[config.mk]
export PLATFORM = sky130hd
export DESIGN_NAME = cnn_frame_loader_flat
export DESIGN_NICKNAME = d
export VERILOG_FILES = /design/src/rtl/cnn_frame_loader_if.sv /design/src/rtl/cnn_frame_loader.sv /design/src/flat_wrapper.sv
export SDC_FILE = /design/constraint.sdc
export NUM_CORES = 1
export LEC_CHECK = 0
export ABC_AREA = 1
export CAP_MARGIN = 20
export CORE_ASPECT_RATIO = 1.1
export CORE_MARGIN = 5
export CORE_UTILIZATION = 42
export CTS_BUF_LIST = sky130_fd_sc_hd__clkbuf_4
export CTS_CLUSTER_DIAMETER = 120
export DETAILED_ROUTE_END_ITERATION = 12
export PLACE_DENSITY = 0.86
export SETUP_SLACK_MARGIN = 0.3
export SLEW_MARGIN = 20
export SYNTH_ARGS = -nofsm -noshare
export SYNTH_HDL_FRONTEND = slang
export SYNTH_SLANG_ARGS = --single-unit
[constraint.sdc]
create_clock -name clk -period 1.75 [get_ports clk]
set_clock_uncertainty 0.1 [all_clocks]
set_input_delay 0.4375 -clock clk [delete_from_list [all_inputs] [get_ports clk]]
set_output_delay 0.4375 -clock clk [all_outputs]
set_load 0.02 [all_outputs]
[src/rtl/cnn_frame_loader_if.sv]
// Pixel-stream and classification-result handshakes between the frame loader and its neighbours.
interface cnn_frame_loader_if #(
  parameter int DATA_W = 32
);
  logic              s_valid;
  logic [DATA_W-1:0] s_data;
  logic              s_last;
  logic              s_ready;
  logic              res_valid;
  logic [3:0]        res_digit;
  logic              res_ready;

  modport slave (
    input  s_valid, s_data, s_last, res_ready,
    output s_ready, res_valid, res_digit
  );

  modport master (
    output s_valid, s_data, s_last, res_ready,
    input  s_ready, res_valid, res_digit
  );
endinterface

[src/rtl/cnn_frame_loader.sv]
// Raster pixel feeder for the simpleCNN core: fills the image buffer, runs the core, returns the digit.
// Optional run watchdog and sticky timeout port enabled by defining LOADER_TIMEOUT_EN.
module cnn_frame_loader #(
  parameter int IMG_W  = 28,
  parameter int IMG_H  = 28,
  parameter int DATA_W = 32
`ifdef LOADER_TIMEOUT_EN
  ,
  parameter int TIMEOUT_CYC = 4096
`endif
) (
  input  logic              clk,
  input  logic              rst_n,
  cnn_frame_loader_if.slave bus,
  output logic              wr_en,
  output logic [4:0]        wr_row,
  output logic [4:0]        wr_col,
  output logic [DATA_W-1:0] wr_data,
  output logic              cnn_enable,
  input  logic              cnn_done,
  input  logic [3:0]        cnn_result,
  output logic              frame_err
`ifdef LOADER_TIMEOUT_EN
  ,
  output logic              timeout
`endif
);

  localparam logic [4:0] COL_MAX = 5'(IMG_W - 1);
  localparam logic [4:0] ROW_MAX = 5'(IMG_H - 1);

  typedef enum logic [1:0] {LOAD, RUN, RESULT, FLUSH} state_t;

  state_t     state;
  state_t     state_nxt;
  logic       started;
  logic [4:0] row;
  logic [4:0] col;
  logic [3:0] res_digit_q;
  logic       xfer;
  logic       at_end;
  logic       run_expired;

  // started keeps s_ready low until the first edge after reset is released
  assign bus.s_ready   = started && ((state == LOAD) || (state == FLUSH));
  assign bus.res_valid = (state == RESULT);
  assign bus.res_digit = res_digit_q;
  assign cnn_enable    = (state == RUN);
  assign xfer          = bus.s_valid && bus.s_ready;
  assign at_end        = (row == ROW_MAX) && (col == COL_MAX);

`ifdef LOADER_TIMEOUT_EN
  localparam int CNT_W = $clog2(TIMEOUT_CYC) + 1;
  logic [CNT_W-1:0] run_cnt;

  assign run_expired = (state == RUN) && (run_cnt == CNT_W'(TIMEOUT_CYC - 1));

  always_ff @(posedge clk or negedge rst_n) begin
    if (!rst_n) begin
      run_cnt <= '0;
      timeout <= 1'b0;
    end else begin
      run_cnt <= (state == RUN) ? run_cnt + 1'b1 : '0;
      if (run_expired && !cnn_done) timeout <= 1'b1;
    end
  end
`else
  assign run_expired = 1'b0;
`endif

  always_ff @(posedge clk or negedge rst_n) begin
    if (!rst_n) state <= LOAD;
    else        state <= state_nxt;
  end

  always_comb begin
    state_nxt = state;
    case (state)
      LOAD:    if (xfer && at_end) state_nxt = bus.s_last ? RUN : FLUSH;
      FLUSH:   if (xfer && bus.s_last) state_nxt = LOAD;
      RUN:     if (cnn_done || run_expired) state_nxt = RESULT;
      RESULT:  if (bus.res_ready) state_nxt = LOAD;
      default: state_nxt = LOAD;
    endcase
  end

  // Buffer write port, raster counters and framing checks; FLUSH leaves counters at zero
  always_ff @(posedge clk or negedge rst_n) begin
    if (!rst_n) begin
      started     <= 1'b0;
      wr_en       <= 1'b0;
      wr_row      <= '0;
      wr_col      <= '0;
      wr_data     <= '0;
      row         <= '0;
      col         <= '0;
      res_digit_q <= '0;
      frame_err   <= 1'b0;
    end else begin
      started <= 1'b1;
      wr_en   <= 1'b0;
      if ((state == LOAD) && xfer) begin
        wr_en   <= 1'b1;
        wr_row  <= row;
        wr_col  <= col;
        wr_data <= bus.s_data;
        if (at_end || bus.s_last) begin
          row <= '0;
          col <= '0;
        end else if (col == COL_MAX) begin
          col <= '0;
          row <= row + 5'd1;
        end else begin
          col <= col + 5'd1;
        end
        if (at_end != bus.s_last) frame_err <= 1'b1;
      end
      if (state == RUN) begin
        if (cnn_done)         res_digit_q <= cnn_result;
        else if (run_expired) res_digit_q <= 4'hF;
      end
    end
  end

endmodule

[src/flat_wrapper.sv]
// flat-port wrapper written by rule: the top's interface ports become plain ports
module cnn_frame_loader_flat 
#(
  parameter int IMG_W  = 28,
  parameter int IMG_H  = 28,
  parameter int DATA_W = 32

)
  (clk, rst_n, wr_en, wr_row, wr_col, wr_data, cnn_enable, cnn_done, cnn_result, frame_err, bus_s_valid, bus_s_data, bus_s_last, bus_res_ready, bus_s_ready, bus_res_valid, bus_res_digit);
  cnn_frame_loader_if #(.DATA_W(DATA_W)) bus_i ();
  input  logic clk;
  input  logic rst_n;
  output logic wr_en;
  output logic [4:0] wr_row;
  output logic [4:0] wr_col;
  output logic [DATA_W-1:0] wr_data;
  output logic cnn_enable;
  input  logic cnn_done;
  input  logic [3:0] cnn_result;
  output logic frame_err;
  input wire logic [$bits(bus_i.s_valid)-1:0] bus_s_valid;
  input wire logic [$bits(bus_i.s_data)-1:0] bus_s_data;
  input wire logic [$bits(bus_i.s_last)-1:0] bus_s_last;
  input wire logic [$bits(bus_i.res_ready)-1:0] bus_res_ready;
  output wire logic [$bits(bus_i.s_ready)-1:0] bus_s_ready;
  output wire logic [$bits(bus_i.res_valid)-1:0] bus_res_valid;
  output wire logic [$bits(bus_i.res_digit)-1:0] bus_res_digit;
  assign bus_i.s_valid = bus_s_valid;
  assign bus_i.s_data = bus_s_data;
  assign bus_i.s_last = bus_s_last;
  assign bus_i.res_ready = bus_res_ready;
  assign bus_s_ready = bus_i.s_ready;
  assign bus_res_valid = bus_i.res_valid;
  assign bus_res_digit = bus_i.res_digit;
  cnn_frame_loader #(.IMG_W(IMG_W), .IMG_H(IMG_H), .DATA_W(DATA_W)) u_core (.clk(clk), .rst_n(rst_n), .bus(bus_i), .wr_en(wr_en), .wr_row(wr_row), .wr_col(wr_col), .wr_data(wr_data), .cnn_enable(cnn_enable), .cnn_done(cnn_done), .cnn_result(cnn_result), .frame_err(frame_err));
endmodule
==> flow_summary.ini, run 1 <==
[run_status]
violations = negative setup slack
status = finished, violations left

[timing]
setup_viol = 58
rsz0062_at_grt = true
whs_ns = 0.412
max_freq_ghz = 0.477
finalCritPeriodShare_pct = 120
slew_viol_final = 0
setup_ws_ns = -0.344
final-hold-violation-count = 0
period_needed_ns = 2.09

[layout]
post-route-util_pct = 79.1
fin_nets = 516
diodes = 0
drive_gt1_share_pct = 40.5
area_delta_synth_final_pct = 84.5
fillers = 355

[global_routing]
grt_pass1_wl_um = 13500
grt_use_total_pct = 22.1
grt_overflow = 0
grt_pass1_vias = 2871
antenna_found_initial = 0
grt_max_degree = 62

[clock_tree]
clk_path_buf_depth = 2
clk_pin_slew_ns = 0.10
clkLatencyLatePin_ns = 0.40
cts.sinks = 61
cts_tree = built
root_buffer = clkbuf_4
numCtsBuffers = 9
h-tree-depth = 3

[place]
gp_congestion = 0.809
place_ws_ns = -0.170
dp.final_hpwl_um = 4880
io_buffers = 92

[synthesis]
syn_area_sq_um = 2620
ys_seq_area_share_pct = 58.2
synth_edf_count = 0
netlist_instances = 290
async_reset_ff_share_pct = 100
yosys.area.top_type = dfrtp_1
synthDistinctLibCells = 24
synth_warnings = 0
yosysTopAreaCellShare_pct = 58.2
synth_fp_nets = 340
synth_area_per_cell_sq_um = 9.05
synth_top_flop_cell = dfrtp_1
synthTopCellsByArea = dfrtp_1 (58%), nand2_1 (20%), ha_1 (3.8%)
synth_seq_cells = 61

[critical_path]
crit_fanout = 3
r2r_cells = 12
ff2ff_setup_slack_ns = -0.34
crit_type = flop to flop
rr_startpoint = u_core.state[1]
worstSetupStartpointType = flop
critPathCaptureType = flop
crit_path_frequent_cell = buf_6
path_cells = inv_2 -> ha_4 -> inv_4 -> buf_6 -> buf_6 -> buf_6 -> buf_6 -> nand4_1 -> a21oi_2 -> nand2_1 -> nand2_1 -> nand2_1
path_buf_inv = 6
crit_arrival_ns = 2.28
required_ns = 1.94
r2r_end = u_core.state[0]
cp_top_family = buffers and inverters
max_stage_delay_ns = 0.41
cp_slowest_cell = dfrtp_1

[flow_run]
max_cap_violations = 0

[die]
die_h_um = 92.9
initial_core_util_pct = 42.9
pin_count = 93
row_count = 30
dieArea_sq_um = 7930
die_w_um = 85.4
coreArea_sq_um = 6120

[drt]
wire_per_inst_um = 17.9
viasPerCell = 5.09
wirelength_um = 9830
remaining_drc_errors = 0
vias = 2793
drtPass1Iterations = 5
drt_iter0_markers = 185
postRouteAntennaNets = 0

[hold_path]
hp-start = u_core.wr_data[8]
min_path_cells = 2
hp-class = flop to flop
hold_end = u_core.wr_data[8]

[power]
ir_drop_mv = 1.50
power_mw = 8.42
p_per_area_nw_per_um2 = 1740
power.leakage_nw = 2.45
cells in the mapped netlist, drive strengths merged (2+ instances only):
cell and count:
xor2 2, dfrtp 61, nand4 2, o21ai 14, nand3 12, inv 18
ha 8, a21oi 3, buf 9, nand2 140, mux2 4, nor2 14
what timing repair did:
action | 4_1_cts | 5_1_grt
endpoints found under the setup margin | 111 | 111
hold buffers | 1 | 0
endpoints found under the hold margin | 61 | 0
gates resized for setup | 360 | 25
pin swaps | 4 | 9
gates cloned | 9 | 0
buffers inserted | 25 | 25
registers in the layout, indices dropped and copies added, names as in the netlist:
signal                count
u_core.bus.res_digit      4
u_core.col                5
u_core.frame_err          1
u_core.row                5
u_core.started            1
u_core.state              2
u_core.wr_col             5
u_core.wr_data           32
u_core.wr_en              1
u_core.wr_row             5
cell families (layout without fill, tap and decap cells):
kind of cell / Yosys count / in the layout / synth area share [%]
other: 1 / 1 / 0.143
muxes: 4 / 4 / 1.72
adders and majority gates: 8 / 8 / 3.82
buffers and inverters: 27 / 203 / 4.91
xor gates and xnor gates: 3 / 3 / 1.00
and+or+nand+nor: 168 / 171 / 26.7
AOI/OAI and AO/OA: 18 / 18 / 3.58
DFF: 61 / 61 / 58.2
stage by stage:
stage | setup TNS (ns) | cell area, sq um | cells
after floorplan | 0 | 2660 | 290
after global placement | -3.08 | 3820 | 475
after detailed placement | -5.41 | 3820 | 475
after CTS | -3.96 | 4550 | 524
after global routing | -13.60 | 4840 | 549
final | -10.81 | 4840 | 549
tightest hold or removal path, stage by stage, from the launching register on:
cell and delay (ns):
dfrtp_1 0.37, nand2_1 0.06, nand2_1 0.06
worst max path at each step:
stage / startpoint / to / depth (start not counted)
3_3_place_gp: u_core.state[0] / bus_s_ready / 6
4_1_cts: u_core.state[1] / bus_s_ready / 6
2_1_floorplan: u_core.col[1] / u_core.row[4] / 11
6_report: u_core.state[1] / u_core.state[0] / 12
5_1_grt: u_core.state[1] / u_core.state[0] / 12
3_5_place_dp: u_core.state[1] / bus_s_ready / 6
layout by cell type (no fill, tap or decap), types with 2 or more instances in the layout:
master	count
inv_2	4
nor2_4	5
nand2_1	127
o21ai_2	4
clkbuf_4	9
buf_12	6
o21ai_1	8
clkdlybuf4s50_1	40
xor2_1	2
ha_4	5
nand3_1	7
o21ai_0	2
buf_4	48
nand2_2	10
inv_4	3
dfrtp_1	61
nand2_8	4
ha_1	3
nand4_1	2
mux2_4	4
inv_1	10
nand3_2	4
buf_8	2
nor2_1	8
clkinv_1	4
buf_6	67
buf_16	5
a21oi_1	2
layout make-up:
type	count	area [sq um]	area share (%)
Timing Repair Buffer	170	1820	37.5
Inverter	18	87.6	1.81
Sequential cell	61	1530	31.5
Timing Repair inverter	1	8.76	0.181
Tap cell	80	100	2.07
Clock inverter	5	20.0	0.413
Clock buffer	9	67.6	1.40
Multi-Input combinational cell	205	1210	25.1
layer usage:
metal | vias to the layer above | global-route usage (%) | wire length (um)
met2 | 146 | 40.2 | 5230
li1 | 1262 | - | -
met3 | 40 | 7.56 | 705
met1 | 1345 | 21.0 | 3470
met4 | 0 | 13.7 | 424
met5 | - | 0 | 0
power breakdown:
group | internal, mW | switching, mW
Clock | 0.256 | 0.480
Sequential | 2.01 | 0.518
Combinational | 2.70 | 2.46
(Power assumes the default switching activity.)
==> run 2, diff against run 1 <==
- CORE_ASPECT_RATIO: 1.1 -> 1.5
==> flow_summary.ini, run 2 (synthesis results as in run 1) <==
[run_status]
status = finished, violations left
violations = negative setup slack

[drt]
drtPass1Iterations = 4
wirelength_um = 11200
wire_per_inst_um = 20.1
postRouteAntennaNets = 0
drt_iter0_markers = 146
viasPerCell = 5.08
vias = 2836
remaining_drc_errors = 0

[die]
initial_core_util_pct = 42.8
coreArea_sq_um = 6130
dieArea_sq_um = 7960
die_h_um = 107
row_count = 35
pin_count = 93
die_w_um = 74.5

[timing]
finalCritPeriodShare_pct = 113
setup_ws_ns = -0.229
max_freq_ghz = 0.505
period_needed_ns = 1.98
whs_ns = 0.421
slew_viol_final = 0
fin_tns_setup_ns = -9.49
setup_viol = 58
final-hold-violation-count = 0
rsz0062_at_grt = true

[layout]
diodes = 0
largest_reg_flops = 32
drive_gt1_share_pct = 62.4
final_cell_mix = buf_6 (72), nand2_2 (60), dfrtp_1 (60), buf_4 (55), nand2_1 (42)
fin_nets = 530
final_common_cell = buf_6
instances_no_fill = 558
area_delta_synth_final_pct = 108
top_register = u_core.wr_data

[critical_path]
cp_top_family = buffers and inverters
crit_path_frequent_cell = buf_12
required_ns = 2.00
crit_type = flop to flop
path_cells = inv_2 -> ha_4 -> inv_4 -> nand2_4 -> buf_6 -> nor2_4 -> nand2_8 -> inv_8 -> buf_12 -> buf_12 -> buf_16 -> nand2_2 -> nand2_1
critPathCaptureType = flop
crit_fanout = 6
crit_arrival_ns = 2.23
path_buf_inv = 7
cp_slowest_cell = dfrtp_1
max_stage_delay_ns = 0.42
worstSetupStartpointType = flop

[global_routing]
antenna_found_initial = 0
grt_max_degree = 62
grt_use_total_pct = 20.4
grt_overflow = 0
grt_pass1_vias = 2721
grt_pass1_wl_um = 12400

[power]
net-switching-power_mw = 3.82
swShare_pct = 41.0
p_clk_share_pct = 10.3
p_comb_share_pct = 61.8
power_frac_seq_pct = 27.9
power_mw = 9.30
power.leakage_nw = 2.83
ir_drop_mv = 1.02
p_int_mw = 5.48
p_per_area_nw_per_um2 = 1700

[clock_tree]
root_buffer = clkbuf_4
numCtsBuffers = 9
h-tree-depth = 3
cts.sinks = 61
cts_tree = built
clk_path_buf_depth = 2
clkLatencyLatePin_ns = 0.41
clk_pin_slew_ns = 0.12

[place]
io_buffers = 92
dp.final_hpwl_um = 4620
gp_congestion = 0.785
dp.cells = 466
place_ws_ns = -0.188

[hold_path]
hp-class = flop to flop

[flow_run]
max_cap_violations = 0
run 2: final cells by class:
cell class                 instances  area (sq um)
clock buffer                       9          67.6
clock inverter                     6          55.1
fill                             244           672
inverter                          18          82.6
multi-input combinational        203          1580
sequential                        61          1530
tap                               74          92.6
timing repair buffer             187          2050
run 2: power by group through the flow:
stage	logic, mW	registers, mW	clock network, mW
finish	5.75	2.59	0.957
global route	6.08	2.64	1.04
CTS	4.36	2.46	0.942
detailed placement	3.30	2.39	0
global placement	3.21	2.36	0
floorplan	1.13	2.96	0
run 2: repair_timing:
action / in CTS / in global routing
endpoints found under the hold margin: 61 / 0
buffers inserted: 39 / 28
setup endpoints to repair: 111 / 111
cloned: 5 / 4
resized for setup: 352 / 162
pin swaps: 8 / 45
hold buffers: 1 / 0
run 2: worst min-delay path: cells and delay by family, from the launching register on:
family        cells  cell delay [ns]
flops             1             0.37
simple gates      2             0.12
run 2: final timing paths:
| check | from | end | slack (ns) | depth (start not counted) |
|---|---|---|---|---|
| max in group asynchronous | rst_n | u_core.col[3] | 0.79 | 3 |
| setup reg to reg | u_core.state[1] | u_core.wr_data[11] | -0.23 | 13 |
| setup / recovery | u_core.state[1] | u_core.wr_data[11] | -0.23 | 13 |
| min in group asynchronous | rst_n | u_core.wr_data[27] | 0.47 | 3 |
| hold / removal | u_core.wr_row[3] | u_core.wr_row[3] | 0.42 | 2 |
| hold reg to reg | u_core.wr_row[3] | u_core.wr_row[3] | 0.42 | 2 |
run 2: routing by layer:
| metal | global-route usage (%) | wire length [um] | up-vias |
|---|---|---|---|
| met3 | 4.97 | 563 | 36 |
| li1 | - | - | 1292 |
| met2 | 36.5 | 6330 | 114 |
| met4 | 8.78 | 483 | 0 |
| met5 | 0 | 0 | - |
| met1 | 22.1 | 3860 | 1394 |
run 2: stage by stage:
step / utilization, % / area, sq um
finish: 89.0 / 5460
global route: 89.0 / 5460
CTS: 75.3 / 4620
detailed placement: 61.8 / 3790
global placement: 61.8 / 3790
floorplan: - / 2660
